[src/rtl/arb_mux2_pkg.sv]
// Shared constants for the two-source arbitrating mux: source encodings and
// output FIFO geometry, used by the RTL and by the bench.
package arb_mux2_pkg;

  localparam logic SRC_A = 1'b0;
  localparam logic SRC_B = 1'b1;

  localparam int unsigned FIFO_DEPTH = 2;
  localparam logic [1:0]  FULL_COUNT = 2'(FIFO_DEPTH);

  // On a tie the source that did not win last time is granted.
  function automatic logic tie_winner(input logic last_grant);
    return (last_grant == SRC_B) ? SRC_A : SRC_B;
  endfunction

endpackage

[src/rtl/fifo2.sv]
// Two-entry FIFO holding a payload plus its source bit; head is zero while empty.
module fifo2
  import arb_mux2_pkg::*;
#(
  parameter int unsigned WIDTH = 1
) (
  input  logic             clk,
  input  logic             reset_n,
  input  logic             push,
  input  logic [WIDTH-1:0] push_data,
  input  logic             push_src,
  input  logic             pop,
  output logic [1:0]       count,
  output logic [WIDTH-1:0] head_data,
  output logic             head_src
);

  logic [WIDTH-1:0] data_q [FIFO_DEPTH];
  logic             src_q  [FIFO_DEPTH];
  logic             wr_ptr_q, rd_ptr_q;
  logic [1:0]       count_q, count_d;
  logic             do_push, do_pop;

  // Pop on empty is ignored; push on full only lands when a pop frees a slot.
  assign do_pop  = pop && (count_q != 2'd0);
  assign do_push = push && ((count_q < FULL_COUNT) || do_pop);

  always_comb begin
    count_d = count_q;
    unique case ({do_push, do_pop})
      2'b10:   count_d = count_q + 2'd1;
      2'b01:   count_d = count_q - 2'd1;
      default: count_d = count_q;
    endcase
  end

  always_ff @(posedge clk or negedge reset_n) begin
    if (!reset_n) begin
      count_q  <= 2'd0;
      wr_ptr_q <= 1'b0;
      rd_ptr_q <= 1'b0;
    end else begin
      count_q <= count_d;
      if (do_push) wr_ptr_q <= ~wr_ptr_q;
      if (do_pop)  rd_ptr_q <= ~rd_ptr_q;
    end
  end

  always_ff @(posedge clk) begin
    if (do_push) begin
      data_q[wr_ptr_q] <= push_data;
      src_q[wr_ptr_q]  <= push_src;
    end
  end

  always_comb begin
    head_data = '0;
    head_src  = SRC_A;
    if (count_q != 2'd0) begin
      head_data = data_q[rd_ptr_q];
      head_src  = src_q[rd_ptr_q];
    end
  end

  assign count = count_q;

endmodule

[src/rtl/arb_mux2.sv]
// Round-robin merge of two valid/ready streams into a 2-entry tagged output FIFO.
module arb_mux2
  import arb_mux2_pkg::*;
#(
  parameter int unsigned WIDTH = 1
) (
  input  logic             clk,
  input  logic             reset_n,
  input  logic             a_valid,
  input  logic [WIDTH-1:0] a_data,
  output logic             a_ready,
  input  logic             b_valid,
  input  logic [WIDTH-1:0] b_data,
  output logic             b_ready,
  output logic             z_valid,
  output logic [WIDTH-1:0] z_data,
  output logic             z_src,
  input  logic             z_ready
);

  logic [1:0]       count;
  logic             can_accept;
  logic             a_wins_tie;
  logic             push, pop;
  logic [WIDTH-1:0] push_data;
  logic             push_src;
  logic             last_grant_q, last_grant_d;

  // A full FIFO still accepts when the consumer pops in the same cycle.
  assign can_accept = (count < FULL_COUNT) || z_ready;
  assign a_wins_tie = (tie_winner(last_grant_q) == SRC_A);

  always_comb begin
    a_ready = 1'b0;
    b_ready = 1'b0;
    if (reset_n && can_accept) begin
      a_ready = a_valid && (!b_valid || a_wins_tie);
      b_ready = b_valid && (!a_valid || !a_wins_tie);
    end
  end

  assign push      = a_ready || b_ready;
  assign push_data = a_ready ? a_data : b_data;
  assign push_src  = a_ready ? SRC_A : SRC_B;
  assign pop       = z_valid && z_ready;

  always_comb begin
    last_grant_d = last_grant_q;
    if (a_ready)      last_grant_d = SRC_A;
    else if (b_ready) last_grant_d = SRC_B;
  end

  // Reset value B makes A the winner of the first tie.
  always_ff @(posedge clk or negedge reset_n) begin
    if (!reset_n) last_grant_q <= SRC_B;
    else          last_grant_q <= last_grant_d;
  end

  fifo2 #(
    .WIDTH (WIDTH)
  ) u_fifo2 (
    .clk       (clk),
    .reset_n   (reset_n),
    .push      (push),
    .push_data (push_data),
    .push_src  (push_src),
    .pop       (pop),
    .count     (count),
    .head_data (z_data),
    .head_src  (z_src)
  );

  assign z_valid = reset_n && (count != 2'd0);

endmodule

[config.mk]
export PLATFORM = sky130hd
export DESIGN_NAME = arb_mux2
export DESIGN_NICKNAME = d
export VERILOG_FILES = /design/src/rtl/arb_mux2_pkg.sv /design/src/rtl/fifo2.sv /design/src/rtl/arb_mux2.sv
export SDC_FILE = /design/constraint.sdc
export NUM_CORES = 1
export LEC_CHECK = 0
export BUFFER_PORTS_ARGS = -buffer_cell sky130_fd_sc_hd__buf_2
export CORE_AREA = 2 2 39 41
export DETAILED_ROUTE_END_ITERATION = 10
export DIE_AREA = 0 0 41 43
export PLACE_DENSITY = 0.55
export REMOVE_ABC_BUFFERS = 1
export SYNTH_ARGS = -nofsm -noshare
export SYNTH_HDL_FRONTEND = slang
export SYNTH_SLANG_ARGS = --single-unit
export TNS_END_PERCENT = 20
[constraint.sdc]
create_clock -name clk -period 4.6 [get_ports clk]
set_clock_uncertainty 0.15 [all_clocks]
set_input_delay 0 -clock clk [delete_from_list [all_inputs] [get_ports clk]]
set_output_delay 0 -clock clk [all_outputs]
set_load 0.05 [all_outputs]
==> impl_metrics.ini, run 1 <==
[timing]
setup_ws_ps = 2538
finalSetupTns_ps = 0
slew_headroom_pct = 71.85
hold_viol = 0
max_freq_mhz = 485.1
finalSetupViolCount = 0
period_needed_ps = 2062
slew_viol_final = 0
worst_pin_slew_ps = 420.4
hold_ws_ps = 103.1
rsz0062_at_grt = false
post-route-period-util_pct = 44.82

[drt]
wl_um = 844
first_pass_iters = 4
vias_per_cell = 4.514
vias = 334
drc = 0
ant_nets = 0
wl_per_cell_um = 11.41
first_iter_violations = 4

[layout]
layout.nets = 67
n_antenna_cell = 0
fill_cells = 137
drive_above_1_share_pct = 34.48
utilization_pct = 45.03
fin_cells = 74
finalInstanceArea_um2 = 623.1
area.growth.synth_to_final_pct = 37.95

[global_route]
antenna_found_initial = 0
grt_first_pass_wirelength_um = 1345
grt_overflow = 0
grt_pass1_vias = 301
grt_max_degree = 10
grt_util_all_layers_pct = 12.30

[power]
power_frac_clock_pct = 16.2
leakagePower_nw = 0.2870
ir_worst_vdd_v = 0.0002641
p_seq_share_pct = 39.4
comb_power_share_pct = 44.3
switchingPower_mw = 0.1554
power.total_mw = 0.3728
p_sw_share_pct = 41.70
p_int_mw = 0.2173
p_per_area_nw_per_um2 = 598.3

[synthesis]
yosys.area.top_type = edfxtp_1
syn_inst = 36
synth.ff_latch_count = 9
synth_area_leaders = edfxtp_1, dfrtp_1, dfstp_2, xnor2_1, nor2_1
synth_edf_count = 4
synth_area_per_cell_um2 = 12.55
synthArstFlopShare_pct = 55.56
yosys_warnings = 0
ys_types = 19
synth_top_cell_area_share_pct = 26.59
synth_seq_area_share_pct = 54.57
synth.most_common_cell = nor2_1
yosys-top-cells-count = nor2_1, dfrtp_1, edfxtp_1
synthFlopType = edfxtp_1
netlist_area_um2 = 451.7

[place]
gp_congestion = 0.6349
dp_hpwl_um = 600.5
place_area_um2 = 526.8
io_buffers = 11
place_ws_ps = 2870
dp_cells = 63

[setup_path]
cp-start-kind = flop
crit_path_end = u_fifo2.data_q[0]
reg2reg_from = a_wins_tie
crit_fanout = 4
cp_data_required_time_ps = 4450
path_class = flop to flop
worst_r2r_endpoint = u_fifo2.data_q[0]
worst_setup_path_end_kind = flop
timing.critical_path.buf_inv = 1
slowest_stage = dlygate4sd3_1
r2r_setup_slack_ps = 2540
worst_ep_arrival_time_ps = 1920
crit_cells = 3
crit_family = buffers and inverters
path_cells = o2111ai_2 > mux2_4 > dlygate4sd3_1
critical_path.startpoint = a_wins_tie
critPathMaxStageDelay_ps = 570
r2r_cells = 3

[floorplanning]
dieWidth_um = 41
fp-row-count = 14
coreArea_um2 = 1384
initial_core_util_pct = 32.64
dieArea_um2 = 1763
io_pins = 12
die-height_um = 43

[cts]
root_buffer = clkbuf_4
insertion_delay_ps = 260
cts_resized = 0
tritoncts = yes
htreeDepth = 1
cts_hold_buf = 7
clock-sinks = 9
clk_pin_slew_ps = 60
cts_buffers = 3
cts.path.max_buffers = 2
cts_setup_buffers = 0

[job]
max-cap-violations = 0

[worst_hold_path]
worst_hold_path_type = primary input to flop

[run_status]
status = completed
-- metal layers --
layer | share of wire (%) | global-route usage (%) | vias to the layer above
li1 | - | - | 173
met1 | 44 | 15.05 | 148
met2 | 50 | 17.19 | 13
met3 | 6.3 | 3.141 | 0
met4 | 0 | 10.00 | 0
met5 | 0 | 0 | -
-- layout by cell type, fill, tap and decap left out, drive strengths merged, types with 2 or more instances in the layout --
| master | netlist | routed |
|---|---|---|
| dlygate4sd3 | 0 | 7 |
| edfxtp | 4 | 4 |
| nor2 | 6 | 6 |
| xor2 | 2 | 2 |
| inv | 3 | 3 |
| buf | 0 | 11 |
| xnor2 | 3 | 3 |
| dfrtp | 4 | 4 |
| mux2i | 2 | 2 |
| clkbuf | 0 | 4 |
-- cell families after synthesis --
group	after synthesis	share of synthesized area [%]
AND/OR/NAND/NOR	10	13.29
flip-flops	9	54.57
AO/OA/AOI/OAI	5	9.418
XOR/XNOR	5	9.697
buffers and inverters	3	2.493
multiplexers	3	7.755
adder cells (fa/ha/maj)	1	2.770
-- area by class of cell --
cell class              instances  area [µm²]  share of cell area (%)
clock buffers                   4       26.28                   4.217
inverters                       3       11.26                   1.807
multi-input cells              24       193.9                   31.12
flip-flops and latches          9       246.5                   39.56
well taps                      16       20.02                   3.213
repair buffers                 18       125.1                   20.08
-- sequential cells by signal, summed over array words and instances, names as in the netlist --
| name | cells |
|---|---|
| a_wins_tie | 1 |
| u_fifo2.count | 2 |
| u_fifo2.data_q | 2 |
| u_fifo2.rd_ptr_q | 1 |
| u_fifo2.src_q | 2 |
| u_fifo2.wr_ptr_q | 1 |
-- worst register-to-register path, delay by kind of cell (launching register included) --
family | cells | cell delay [ps]
buffers and inverters | 1 | 570
DFF | 1 | 560
AOI/OAI and AO/OA | 1 | 200
muxes | 1 | 330
-- how the worst min path moves through the flow --
stage	from	end	slack (ps)	cells past startpoint
after detailed placement	reset_n	u_fifo2.wr_ptr_q	-270	1
after floorplan	reset_n	u_fifo2.count[0]	-450	0
after global routing	b_valid	u_fifo2.wr_ptr_q	150	3
after CTS	b_valid	u_fifo2.wr_ptr_q	100	3
final	b_valid	u_fifo2.wr_ptr_q	100	3
after global placement	reset_n	u_fifo2.wr_ptr_q	-280	1
-- power by group through the flow --
stage / combinational (mW) / sequential, mW / clock (mW)
6_report: 0.165 / 0.147 / 0.0605
5_1_grt: 0.182 / 0.151 / 0.0663
4_1_cts: 0.166 / 0.147 / 0.0634
3_5_place_dp: 0.155 / 0.149 / 0
3_3_place_gp: 0.154 / 0.148 / 0
2_1_floorplan: 0.126 / 0.143 / 0
Power figures use the tool's default switching activity.
==> run 2: changes to the inputs <==
--- a/config.mk
+++ b/config.mk
@@ -9,7 +9,7 @@
 export CORE_AREA = 2 2 39 41
 export DETAILED_ROUTE_END_ITERATION = 10
 export DIE_AREA = 0 0 41 43
-export PLACE_DENSITY = 0.55
+export PLACE_DENSITY = 0.58
 export REMOVE_ABC_BUFFERS = 1
 export SYNTH_ARGS = -nofsm -noshare
 export SYNTH_HDL_FRONTEND = slang
==> constraint.sdc (replaced) <==
create_clock -name clk -period 1.7 [get_ports clk]
set_clock_uncertainty 0.15 [all_clocks]
set_input_delay 0 -clock clk [delete_from_list [all_inputs] [get_ports clk]]
set_output_delay 0 -clock clk [all_outputs]
set_load 0.05 [all_outputs]
==> impl_metrics.ini, run 2 (synthesis gave the netlist of run 1 again) <==
[timing]
post-route-period-util_pct = 98.25
max_freq_mhz = 598.7
slew_viol_final = 0
period_needed_ps = 1670
hold_viol = 0
worst_pin_slew_ps = 284.1
slew_headroom_pct = 81.06
setup_ws_ps = 29.77
finalSetupViolCount = 0

[setup_path]
worst_ep_arrival_time_ps = 1660
worst_setup_path_end_kind = flop
slowest_stage = dfrtp_2
cp-start-kind = flop
cp_data_required_time_ps = 1690
path_cells = nor2_2 > and3b_2 > ha_1 > xnor2_2 > nor2_2 > xor2_1
crit_fanout = 3
crit_top_cell = nor2_2
critPathMaxStageDelay_ps = 430
r2r_setup_slack_ps = 30
path_class = flop to flop

[floorplanning]
dieWidth_um = 41
coreArea_um2 = 1384
dieArea_um2 = 1763
initial_core_util_pct = 32.64
die-height_um = 43
fp-row-count = 14
io_pins = 12

[drt]
vias_per_cell = 4.413
first_pass_iters = 2
ant_nets = 0
vias = 353
drc = 0
first_iter_violations = 3
wl_um = 799
wl_per_cell_um = 9.988

[cts]
cts_buffers = 3
clk_pin_slew_ps = 60
cts.path.max_buffers = 2
insertion_delay_ps = 250
htreeDepth = 1
clock-sinks = 9
root_buffer = clkbuf_4
tritoncts = yes

[global_route]
grt_overflow = 0
grt_max_degree = 10
grt_first_pass_wirelength_um = 1304
grt_pass1_vias = 313
antenna_found_initial = 0
grt_util_all_layers_pct = 11.10

[layout]
n_antenna_cell = 0
layout_common_cells = buf_2, dlygate4sd3_1, buf_4
layout.nets = 73
layout_commonest_cell = buf_2
fin_cells = 80
seq_area_um2 = 249.0
multi_input_area_um2 = 206.4
area.growth.synth_to_final_pct = 51.25
fill_cells = 131
drive_above_1_share_pct = 48.44

[power]
p_per_area_nw_per_um2 = 1652
ir_worst_vdd_v = 0.0005807
power.total_mw = 1.128
leakagePower_nw = 0.3199

[place]
io_buffers = 11
gp_congestion = 0.6522
place_ws_ps = 66.16
dp_hpwl_um = 493.9
dp_cells = 65

[job]
max-cap-violations = 0

[run_status]
status = completed

[worst_hold_path]
worst_hold_path_type = primary input to flop
## run 2: cell types whose count changed in the layout (fill, tap and decap cells not counted), sizes merged
cell  before  now
buf       11   17
## run 2: report_power, final
group	switching, mW	leakage, nW	internal, mW
logic	0.304	0.214	0.267
clock network	0.0704	0.0150	0.0902
registers	0.0725	0.0904	0.325
total	0.447	0.320	0.682
## run 2: area by class of cell
| cell class | count | area share, % |
|---|---|---|
| sequential | 9 | 36.45 |
| timing repair buffer | 24 | 24.91 |
| inverter | 3 | 1.648 |
| multi-input combinational | 24 | 30.22 |
| tap | 16 | 2.930 |
| clock buffer | 4 | 3.846 |
## run 2: repair_timing
item | in CTS | in global routing
buffers inserted | 0 | 4
resized for setup | 0 | 5
setup endpoints to repair | 0 | 1
endpoints found under the hold margin | 11 | 0
hold buffers | 7 | 0
## run 2: per-layer routing
metal / vias up / GRT usage (%) / routed length (µm)
li1: 182 / - / -
met1: 158 / 15.49 / 362
met2: 11 / 15.00 / 378
met3: 2 / 3.141 / 44
met4: 0 / 6.000 / 12
met5: - / 0 / 0
## run 2: metrics by stage
stage | hold slack (ps) | util [%] | TNS [ps] | area (µm²)
after global placement | -283.9 | 39.15 | 0 | 541.8
after floorplan | -445.6 | - | 0 | 451.7
final | 138.6 | 49.37 | 0 | 683.2
after detailed placement | -284.8 | 39.15 | 0 | 541.8
after CTS | 139.9 | 46.11 | 0 | 638.1
after global routing | 182.0 | 49.37 | -38.48 | 683.2
## run 2: final timing paths
kind,cells after the start,to,startpoint
setup / recovery,6,u_fifo2.count[1],u_fifo2.count[1]
hold / removal,4,u_fifo2.wr_ptr_q,b_valid
setup reg to reg,6,u_fifo2.count[1],u_fifo2.count[1]
hold reg to reg,1,u_fifo2.wr_ptr_q,u_fifo2.wr_ptr_q
max in group asynchronous,3,u_fifo2.count[1],reset_n
min in group asynchronous,2,a_wins_tie,reset_n
## run 2: worst max-delay path, delay by kind of cell, from the launching register on
| kind | cells | cell delay (ps) |
|---|---|---|
| xor gates and xnor gates | 2 | 350 |
| adders and majority gates | 1 | 240 |
| DFF | 1 | 430 |
| and+or+nand+nor | 3 | 390 |
